**src/rtl/div_unit_pkg.sv**
```systemverilog
// Shared divider definitions: operation codes, FSM state encoding and an
// operation decoder. The ALU and instruction decoder import the same codes.
package div_unit_pkg;

  localparam int unsigned OP_W = 5;

  // Division/remainder operation codes
  localparam logic [OP_W-1:0] OP_DIV   = 5'b10011;
  localparam logic [OP_W-1:0] OP_DIVU  = 5'b10100;
  localparam logic [OP_W-1:0] OP_REM   = 5'b10101;
  localparam logic [OP_W-1:0] OP_REMU  = 5'b10110;
  localparam logic [OP_W-1:0] OP_DIVW  = 5'b11000;
  localparam logic [OP_W-1:0] OP_DIVUW = 5'b11001;
  localparam logic [OP_W-1:0] OP_REMW  = 5'b11010;
  localparam logic [OP_W-1:0] OP_REMUW = 5'b11011;

  typedef enum logic [1:0] {
    ST_IDLE = 2'd0,
    ST_CALC = 2'd1,
    ST_DONE = 2'd2
  } div_state_t;

  // Decoded operation attributes
  typedef struct packed {
    logic valid;  // code is a divider operation
    logic word;   // 32-bit (*W) operation
    logic sgn;    // signed operation
    logic rem;    // remainder (vs quotient) result
  } div_op_t;

  function automatic div_op_t decode_op(input logic [OP_W-1:0] code);
    div_op_t op;
    op = '0;
    case (code)
      OP_DIV:   op = '{valid: 1'b1, word: 1'b0, sgn: 1'b1, rem: 1'b0};
      OP_DIVU:  op = '{valid: 1'b1, word: 1'b0, sgn: 1'b0, rem: 1'b0};
      OP_REM:   op = '{valid: 1'b1, word: 1'b0, sgn: 1'b1, rem: 1'b1};
      OP_REMU:  op = '{valid: 1'b1, word: 1'b0, sgn: 1'b0, rem: 1'b1};
      OP_DIVW:  op = '{valid: 1'b1, word: 1'b1, sgn: 1'b1, rem: 1'b0};
      OP_DIVUW: op = '{valid: 1'b1, word: 1'b1, sgn: 1'b0, rem: 1'b0};
      OP_REMW:  op = '{valid: 1'b1, word: 1'b1, sgn: 1'b1, rem: 1'b1};
      OP_REMUW: op = '{valid: 1'b1, word: 1'b1, sgn: 1'b0, rem: 1'b1};
      default:  op = '0;
    endcase
    return op;
  endfunction

endpackage

```
**src/rtl/div_unit.sv**
```systemverilog
// Iterative restoring radix-2 integer divider (one quotient bit per cycle).
// Ports:
//   i_clk, i_arst_n        clock, asynchronous active-low reset
//   i_start, i_flush       begin a division / abandon the current one
//   i_alu_control          operation code (see div_unit_pkg)
//   i_src_1, i_src_2       dividend, divisor
//   o_busy                 operation held (state != IDLE)
//   o_done                 one-cycle result-valid pulse
//   o_result               registered quotient or remainder, held until next done
module div_unit
  import div_unit_pkg::*;
#(
  parameter int unsigned DATA_WIDTH    = 64,
  parameter int unsigned WORD_WIDTH    = 32,
  parameter int unsigned CONTROL_WIDTH = 5
) (
  input  logic                     i_clk,
  input  logic                     i_arst_n,
  input  logic                     i_start,
  input  logic                     i_flush,
  input  logic [CONTROL_WIDTH-1:0] i_alu_control,
  input  logic [DATA_WIDTH-1:0]    i_src_1,
  input  logic [DATA_WIDTH-1:0]    i_src_2,
  output logic                     o_busy,
  output logic                     o_done,
  output logic [DATA_WIDTH-1:0]    o_result
);

  localparam int unsigned CNT_W = $clog2(DATA_WIDTH);
  localparam int unsigned PAD_W = DATA_WIDTH - WORD_WIDTH;
  localparam logic [DATA_WIDTH-1:0] MIN_FULL = {1'b1, {(DATA_WIDTH-1){1'b0}}};
  localparam logic [WORD_WIDTH-1:0] MIN_WORD = {1'b1, {(WORD_WIDTH-1){1'b0}}};

  function automatic logic [DATA_WIDTH-1:0] sext_word(input logic [WORD_WIDTH-1:0] x);
    return {{PAD_W{x[WORD_WIDTH-1]}}, x};
  endfunction

  div_state_t state_q, state_d;
  logic [CNT_W-1:0]      cnt_q, cnt_d;
  logic [DATA_WIDTH-1:0] quo_q, quo_d;   // dividend shifting out, quotient shifting in
  logic [DATA_WIDTH-1:0] rem_q, rem_d;   // partial remainder
  logic [DATA_WIDTH-1:0] dvs_q, dvs_d;   // divisor magnitude
  logic                  word_q, word_d;
  logic                  is_rem_q, is_rem_d;
  logic                  neg_q_q, neg_q_d;
  logic                  neg_r_q, neg_r_d;
  logic [DATA_WIDTH-1:0] result_q, result_d;
  logic                  done_q, done_d;
  logic                  busy_q, busy_d;

  div_op_t               op_c;
  logic [WORD_WIDTH-1:0] a_w, b_w, a_w_mag, b_w_mag;
  logic [DATA_WIDTH-1:0] a_f_mag, b_f_mag, a_ext, load_quo, load_dvs, special_res;
  logic                  a_neg, b_neg, div_zero, ovf;

  // Operand preparation and special-case detection at accept
  always_comb begin : prep
    op_c     = decode_op(OP_W'(i_alu_control));
    a_w      = i_src_1[WORD_WIDTH-1:0];
    b_w      = i_src_2[WORD_WIDTH-1:0];
    a_neg    = op_c.sgn & (op_c.word ? a_w[WORD_WIDTH-1] : i_src_1[DATA_WIDTH-1]);
    b_neg    = op_c.sgn & (op_c.word ? b_w[WORD_WIDTH-1] : i_src_2[DATA_WIDTH-1]);
    a_w_mag  = a_neg ? -a_w : a_w;
    b_w_mag  = b_neg ? -b_w : b_w;
    a_f_mag  = a_neg ? -i_src_1 : i_src_1;
    b_f_mag  = b_neg ? -i_src_2 : i_src_2;
    div_zero = op_c.word ? (b_w == '0) : (i_src_2 == '0);
    ovf      = op_c.sgn & (op_c.word ? ((a_w == MIN_WORD) && (b_w == '1))
                                     : ((i_src_1 == MIN_FULL) && (i_src_2 == '1)));
    // Word dividends sit at the top so 32 shifts consume them entirely
    load_quo = op_c.word ? {a_w_mag, {PAD_W{1'b0}}} : a_f_mag;
    load_dvs = op_c.word ? {{PAD_W{1'b0}}, b_w_mag} : b_f_mag;
    a_ext    = op_c.word ? sext_word(a_w) : i_src_1;
    if (div_zero) begin
      special_res = op_c.rem ? a_ext : '1;
    end else begin
      special_res = op_c.rem ? '0 : a_ext;
    end
  end

  logic [DATA_WIDTH:0]   rem_ext, diff;
  logic                  ge;
  logic [DATA_WIDTH-1:0] step_quo, step_rem, q_full, r_full, final_res;
  logic [WORD_WIDTH-1:0] q_word, r_word;
  logic [CNT_W-1:0]      cnt_last;

  // One restoring step plus sign fix-up of the final quotient/remainder
  always_comb begin : step
    rem_ext   = {rem_q, quo_q[DATA_WIDTH-1]};
    diff      = rem_ext - {1'b0, dvs_q};
    ge        = ~diff[DATA_WIDTH];
    step_rem  = ge ? diff[DATA_WIDTH-1:0] : rem_ext[DATA_WIDTH-1:0];
    step_quo  = {quo_q[DATA_WIDTH-2:0], ge};
    q_full    = neg_q_q ? -step_quo : step_quo;
    r_full    = neg_r_q ? -step_rem : step_rem;
    q_word    = neg_q_q ? -step_quo[WORD_WIDTH-1:0] : step_quo[WORD_WIDTH-1:0];
    r_word    = neg_r_q ? -step_rem[WORD_WIDTH-1:0] : step_rem[WORD_WIDTH-1:0];
    if (word_q) begin
      final_res = is_rem_q ? sext_word(r_word) : sext_word(q_word);
    end else begin
      final_res = is_rem_q ? r_full : q_full;
    end
    cnt_last  = word_q ? CNT_W'(WORD_WIDTH - 1) : CNT_W'(DATA_WIDTH - 1);
  end

  // Next-state and datapath control
  always_comb begin : fsm_next
    state_d  = state_q;
    cnt_d    = cnt_q;
    quo_d    = quo_q;
    rem_d    = rem_q;
    dvs_d    = dvs_q;
    word_d   = word_q;
    is_rem_d = is_rem_q;
    neg_q_d  = neg_q_q;
    neg_r_d  = neg_r_q;
    result_d = result_q;
    done_d   = 1'b0;
    case (state_q)
      ST_IDLE: begin
        if (i_start && op_c.valid && !i_flush) begin
          word_d   = op_c.word;
          is_rem_d = op_c.rem;
          neg_q_d  = a_neg ^ b_neg;
          neg_r_d  = a_neg;
          quo_d    = load_quo;
          rem_d    = '0;
          dvs_d    = load_dvs;
          cnt_d    = '0;
          if (div_zero || ovf) begin
            state_d  = ST_DONE;
            result_d = special_res;
            done_d   = 1'b1;
          end else begin
            state_d  = ST_CALC;
          end
        end
      end
      ST_CALC: begin
        quo_d = step_quo;
        rem_d = step_rem;
        cnt_d = cnt_q + CNT_W'(1);
        if (cnt_q == cnt_last) begin
          state_d  = ST_DONE;
          result_d = final_res;
          done_d   = 1'b1;
        end
      end
      ST_DONE: state_d = ST_IDLE;
      default: state_d = ST_IDLE;
    endcase
    // Flush wins over everything, including a same-cycle start
    if (i_flush) begin
      state_d  = ST_IDLE;
      done_d   = 1'b0;
      result_d = result_q;
    end
    busy_d = (state_d != ST_IDLE);
  end

  // State and datapath registers
  always_ff @(posedge i_clk or negedge i_arst_n) begin : regs
    if (!i_arst_n) begin
      state_q  <= ST_IDLE;
      cnt_q    <= '0;
      quo_q    <= '0;
      rem_q    <= '0;
      dvs_q    <= '0;
      word_q   <= 1'b0;
      is_rem_q <= 1'b0;
      neg_q_q  <= 1'b0;
      neg_r_q  <= 1'b0;
      result_q <= '0;
      done_q   <= 1'b0;
      busy_q   <= 1'b0;
    end else begin
      state_q  <= state_d;
      cnt_q    <= cnt_d;
      quo_q    <= quo_d;
      rem_q    <= rem_d;
      dvs_q    <= dvs_d;
      word_q   <= word_d;
      is_rem_q <= is_rem_d;
      neg_q_q  <= neg_q_d;
      neg_r_q  <= neg_r_d;
      result_q <= result_d;
      done_q   <= done_d;
      busy_q   <= busy_d;
    end
  end

  assign o_busy   = busy_q;
  assign o_done   = done_q;
  assign o_result = result_q;

endmodule
```
**config.mk**
```make
export PLATFORM = sky130hd
export DESIGN_NAME = div_unit
export DESIGN_NICKNAME = d
export VERILOG_FILES = /design/src/rtl/div_unit_pkg.sv /design/src/rtl/div_unit.sv
export SDC_FILE = /design/constraint.sdc
export NUM_CORES = 1
export LEC_CHECK = 0
export ABC_AREA = 1
export CAP_MARGIN = 10
export CORE_ASPECT_RATIO = 1.1
export CORE_MARGIN = 5
export CORE_UTILIZATION = 30
export CTS_CLUSTER_SIZE = 8
export DETAILED_ROUTE_END_ITERATION = 16
export PLACE_DENSITY = 0.48
export SKIP_LAST_GASP = 1
export SLEW_MARGIN = 10
export SYNTH_ARGS = -nofsm -noshare
export SYNTH_HDL_FRONTEND = slang
export SYNTH_SLANG_ARGS = --single-unit
```
**constraint.sdc**
```tcl
create_clock -name i_clk -period 9.05 [get_ports i_clk]
set_clock_uncertainty 0.15 [all_clocks]
set_input_delay 1.3575 -clock i_clk [delete_from_list [all_inputs] [get_ports i_clk]]
set_output_delay 1.3575 -clock i_clk [all_outputs]
set_load 0.005 [all_outputs]
```
==> impl_metrics.py, run 1 <==
metrics = {
    "run_status": {
        "status": "completed",
    },
    "cells_and_area": {
        "fin_nets": 5196,
        "regArea_sq_um": 6760,
        "fillers": 10665,
        "diodes": 0,
        "multi_input_area_sq_um": 18100,
        "final_cell_count_no_fill": 6259,
        "layout-drive-gt1-share_pct": 3.68,
        "area_growth_pct": 15.2,
    },
    "setup_path": {
        "worstPathArrival_ns": 6.43,
        "crit_fanout": 15,
        "cp_slowest_cell": "fa_1",
        "start_kind": "flip-flop",
        "path_class": "reg -> reg",
        "crit_family": "simple AND/OR/NAND/NOR gates",
        "cp_num_buf_inv": 5,
        "cpPeakStageDelay_ns": 0.42,
        "crit_top_cell": "nand2_1",
        "cp-end-kind": "flip-flop",
        "required_ns": 9.41,
    },
    "placement": {
        "portBuffers": 202,
        "dp_hpwl_mm": 108,
        "gp_congestion": 1.02,
        "pre_cts_ws_ns": 2.47,
        "dp.cells": 6201,
    },
    "synth": {
        "yosysMostFrequentCell": "nand2_1",
        "yosys_register_bits": 270,
        "yosys_most_used_dff": "dfrtp_1",
        "yosysTopAreaCell": "dfrtp_1",
        "synth_cell_types": 61,
        "synth_top_area_share_pct": 23.8,
        "ys_seq_area_share_pct": 23.8,
        "synthArstFlopShare_pct": 100,
        "synth_fp_nets": 5100,
        "ys_warn_count": 0,
        "yosys-top-cells-area": "dfrtp_1 (24%), nand2_1 (20%), inv_1 (9.4%), nor2_1 (6.7%), nand3_1 (5.9%)",
        "synth_area_sq_um": 28400,
        "synthTopCellsByCount": "nand2_1 (1541), inv_1 (714), nor2_1 (509)",
        "synth_edf_count": 0,
        "avgSynthCellArea_sq_um": 5.81,
        "netlist_instances": 4889,
    },
    "route": {
        "vias": 32030,
        "via_per_inst": 5.12,
        "routed_wl_mm": 135,
        "drtIter0Drc": 2709,
        "firstDrtPassIters": 6,
        "routedWlPerCell_um": 21.6,
        "drc": 0,
        "antenna_left": 0,
    },
    "global_routing": {
        "grt_max_degree": 83,
        "antenna_found_initial": 1,
        "grt-ovfl-total": 0,
        "grt_pass1_wl_mm": 199,
        "grt_pass1_vias": 31203,
        "groute.usage.overall_pct": 25.9,
    },
    "sta": {
        "worstMarginPinSlew_ns": 1.31,
        "setup_tns_ns": 0,
        "slew_viol_final": 0,
        "fin_ws_ns": 2.98,
        "max_freq_mhz": 165,
        "rsz0062_at_grt": "false",
        "fin_crit_ns": 6.07,
        "setup_viol": 0,
        "hold_viol": 0,
        "whs_ns": 0.323,
        "slew-limit-headroom_pct": 12.1,
        "post-route-period-util_pct": 67.1,
    },
    "floorplanning": {
        "num_rows": 118,
        "coreArea_sq_um": 94000,
        "die_x_um": 303,
        "dieHeight_um": 333,
        "die_area_sq_um": 101000,
        "io_pins": 203,
        "start_util_pct": 30.2,
    },
    "power": {
        "power.leakage_nw": 16.0,
        "internal_power_mw": 5.07,
        "total_power_mw": 11.9,
        "switchingPower_mw": 6.78,
        "swShare_pct": 57.2,
        "pwr-share-comb_pct": 69.4,
        "seqPwrFrac_pct": 17.6,
        "p_clk_share_pct": 13.0,
        "ir_worst_vdd_mv": 0.208,
        "p_per_area_nw_per_um2": 362,
    },
    "min_path": {
        "hold_class": "reg -> reg",
    },
    "clock_network": {
        "clk_pin_slew_ns": 0.05,
        "cts_buffers": 42,
        "cts_resized": 0,
        "hold_buffers": 0,
        "cts_setup_buffers": 0,
        "h-tree-depth": 2,
        "tritoncts": "done",
        "cts_sinks": 270,
        "clk_latency_ns": 0.60,
        "cts-root-buf": "clkbuf_16",
        "clockBufferDepth": 3,
    },
    "job": {
        "max_cap_violations": 0,
    },
}
[power by group through the flow]
stage / Combinational [mW] / Clock, mW / Sequential (mW)
2_1_floorplan: 5.60 / 0 / 1.93
3_3_place_gp: 8.18 / 0 / 2.09
3_5_place_dp: 8.14 / 0 / 2.09
4_1_cts: 8.18 / 1.58 / 2.08
5_1_grt: 9.18 / 1.62 / 2.14
6_report: 8.22 / 1.54 / 2.09
[tightest hold or removal path: stages, from the launching register on]
cell,delay [ns]
dfrtp_1,0.34
nand2_1,0.05
nand2_1,0.05
[state kept, by name (all words and copies together), names as in the netlist]
signal,count
neg_q_q,1
cnt_q,6
o_busy,1
dvs_q,64
rem_q,64
neg_r_q,1
is_rem_q,1
word_q,1
state_q,2
o_result,64
quo_q,64
o_done,1
[per-layer routing]
| metal | vias to the layer above | track usage [%] | wire length, um | share of wire (%) |
|---|---|---|---|---|
| met4 | 0 | 12.5 | 7660 | 5.7 |
| met3 | 249 | 2.54 | 5850 | 4.3 |
| li1 | 15994 | - | - | - |
| met1 | 14823 | 33.1 | 57600 | 43 |
| met2 | 964 | 43.9 | 64100 | 47 |
| met5 | - | 0 | 0 | 0 |
[area by class of cell]
cell class	instances	area share, %
clock buffer	52	3.51
clock inverter	6	0.237
inverter	727	8.34
multi-input combinational	3708	55.5
sequential	270	20.7
tap	1260	4.82
timing repair buffer	236	6.97
[final timing paths]
path | start | end | slack, ns | depth (start not counted)
setup / recovery | quo_q[63] | o_result[52] | 2.98 | 39
hold / removal | o_result[37] | o_result[37] | 0.32 | 2
setup reg to reg | quo_q[63] | o_result[52] | 2.98 | 39
hold reg to reg | o_result[37] | o_result[37] | 0.32 | 2
max in group asynchronous | i_arst_n | o_result[11] | 6.37 | 3
min in group asynchronous | i_arst_n | dvs_q[62] | 0.61 | 1
[placed cells by master, fill, tap and decap left out, types with 4 or more instances in the layout]
cell type	count
clkbuf_16	43
ha_1	73
nand4_1	63
nor3_1	79
a21oi_1	270
nand2_1	1537
nor2_4	6
xor2_1	70
buf_4	34
dfrtp_1	268
clkbuf_1	5
nor4_1	41
o22ai_1	81
o21ai_0	300
clkbuf_8	4
nand3b_1	24
nor2_1	505
a31oi_1	19
clkdlybuf4s50_1	201
maj3_1	36
o211ai_1	32
nand3_1	337
o21bai_1	10
xnor2_1	40
o221ai_1	42
o2111ai_1	5
inv_1	712
nor2_2	15
nand2_4	7
clkinv_1	4
inv_2	11
or2_2	5
o31ai_1	17
o21ai_1	15
nand2_2	31
[logic make-up after synthesis]
group                    share of synthesized area (%)
buffers and inverters                             12.6
XOR/XNOR                                          3.39
flip-flops                                        23.8
AO/OA/AOI/OAI                                     16.4
AND/OR/NAND/NOR                                   39.3
adder cells (fa/ha/maj)                           4.55
[per-stage QoR]
step | area [sq um] | utilization (%)
floorplan | 28400 | -
global placement | 31500 | 33.5
detailed placement | 31500 | 33.5
CTS | 32700 | 34.8
global route | 32700 | 34.8
finish | 32700 | 34.8
(Power assumes the default switching activity.)
==> inputs of run 2 (changes only) <==
==> constraint.sdc (replaced) <==
create_clock -name i_clk -period 6.3 [get_ports i_clk]
set_clock_uncertainty 0.15 [all_clocks]
set_input_delay 0.945 -clock i_clk [delete_from_list [all_inputs] [get_ports i_clk]]
set_output_delay 0.945 -clock i_clk [all_outputs]
set_load 0.005 [all_outputs]
==> run 2 against run 1 <==
  * Sequential power grew 43%
  * Clock-buffer cell count shrank 1
  * Combinational power grew 46%
  * Critical path depth is the same
  * Hold slack lost 0.14 ns
  * Sequential cell count is the same
  * Clock power grew 38%
  * Non-clock buffer count grew 18
  * Routed wire length shrank 0.12%
  * Design area grew 0.26%
  * Critical endpoint is now o_result[60]
  * Largest power group unchanged
==> impl_metrics.py, run 2 (same netlist as run 1, synthesis figures left out) <==
metrics = {
    "placement": {
        "gp_congestion": 0.925,
        "portBuffers": 202,
        "dp_hpwl_mm": 108,
    },
    "clock_network": {
        "cts_buffers": 41,
        "hold_buffers": 0,
        "clk_pin_slew_ns": 0.06,
        "cts_sinks": 270,
        "tritoncts": "done",
        "clk_latency_ns": 0.60,
        "cts-root-buf": "clkbuf_16",
        "cts_setup_buffers": 0,
        "h-tree-depth": 2,
        "clockBufferDepth": 3,
        "cts_resized": 0,
    },
    "global_routing": {
        "grt-ovfl-total": 0,
        "grt_pass1_vias": 31469,
        "groute.usage.overall_pct": 26.0,
        "antenna_found_initial": 0,
        "grt_max_degree": 113,
        "grt_pass1_wl_mm": 200,
    },
    "power": {
        "ir_worst_vdd_mv": 0.286,
        "total_power_mw": 17.1,
        "p_per_area_nw_per_um2": 521,
        "power.leakage_nw": 16.1,
    },
    "setup_path": {
        "r2r-start": "quo_q[63]",
        "r2r_setup_slack_ns": 0.61,
        "reg2reg_depth": 39,
        "r2r-end": "o_result[60]",
        "start_kind": "flip-flop",
        "cp_slowest_cell": "fa_1",
        "worstPathArrival_ns": 6.00,
        "cp-end-kind": "flip-flop",
        "crit_top_cell": "nand2_1",
        "cpPeakStageDelay_ns": 0.42,
        "required_ns": 6.61,
        "crit_fanout": 5,
        "path_class": "reg -> reg",
    },
    "route": {
        "met1_length_mm": 56.7,
        "wl_met3_mm": 6.74,
        "drc": 0,
        "routed_wl_mm": 135,
        "antenna_left": 0,
        "firstDrtPassIters": 8,
        "via_per_inst": 5.10,
        "routedWlPerCell_um": 21.5,
        "drtIter0Drc": 2768,
        "route.met2.wl_mm": 63.7,
        "top_layer": "met4",
        "vias": 32021,
    },
    "cells_and_area": {
        "area_growth_pct": 15.5,
        "final_util_pct": 34.9,
        "final_common_cell": "nand2_1",
        "layout-drive-gt1-share_pct": 3.93,
        "fin_nets": 5213,
        "layout_common_cells": "nand2_1 (1537), inv_1 (712), nor2_1 (505), nand3_1 (337), o21ai_0 (300)",
        "diodes": 0,
    },
    "floorplanning": {
        "dieHeight_um": 333,
        "die_x_um": 303,
        "start_util_pct": 30.2,
        "coreArea_sq_um": 94000,
        "num_rows": 118,
        "io_pins": 203,
        "die_area_sq_um": 101000,
    },
    "sta": {
        "slew_viol_final": 0,
        "fin_crit_ns": 5.69,
        "whs_ns": 0.183,
        "rsz0062_at_grt": "false",
        "setup_viol": 0,
        "max_freq_mhz": 176,
        "setup_tns_ns": 0,
        "hold_viol": 0,
        "post-route-period-util_pct": 90.2,
        "worstMarginPinSlew_ns": 1.16,
        "slew-limit-headroom_pct": 22.8,
    },
    "job": {
        "max_cap_violations": 0,
    },
    "min_path": {
        "hold_class": "in -> async",
    },
    "run_status": {
        "status": "completed",
    },
}
==> run 2: cell type report <==
type	instances	area (sq um)
clock buffer	51	1090
sequential	270	6760
clock inverter	5	51.3
inverter	727	2730
fill	10620	61200
timing repair buffer	254	2450
tap	1260	1580
multi-input combinational	3708	18100
==> run 2: worst max-delay path by stage <==
stage / from / to / slack (ns)
floorplan: quo_q[63] / o_result[52] / 1.33
global placement: i_src_2[0] / dvs_q[62] / 0.62
detailed placement: i_src_2[0] / dvs_q[62] / 0.61
CTS: quo_q[63] / o_result[56] / 0.62
global route: quo_q[63] / o_result[62] / 0.008
finish: quo_q[63] / o_result[60] / 0.61
==> run 2: layer usage <==
metal,track usage (%),up-vias
li1,-,16022
met1,33.1,14796
met2,44.0,957
met3,2.99,246
met4,12.3,0
met5,0,-
==> run 2: where the power goes <==
group,switching [mW],total [mW],internal (mW)
combinational,8.30,12.0,3.67
clock,0.917,2.12,1.21
sequential,0.619,2.98,2.36
==> run 2: metrics by stage <==
step | std cells | instance area [sq um] | worst slack (ns)
2_1_floorplan | 4889 | 28400 | 1.33
3_3_place_gp | 6219 | 31700 | 0.625
3_5_place_dp | 6219 | 31700 | 0.610
4_1_cts | 6275 | 32800 | 0.624
5_1_grt | 6275 | 32800 | 0.00784
6_report | 6275 | 32800 | 0.615
==> run 2: critical path: cells and delay by family, from the launching register on <==
| kind | cells | cell delay (ns) |
|---|---|---|
| simple gates | 30 | 3.30 |
| fa+ha+maj | 3 | 0.87 |
| buf+inv | 5 | 0.46 |
| compound gates | 1 | 0.42 |
| flops | 1 | 0.36 |
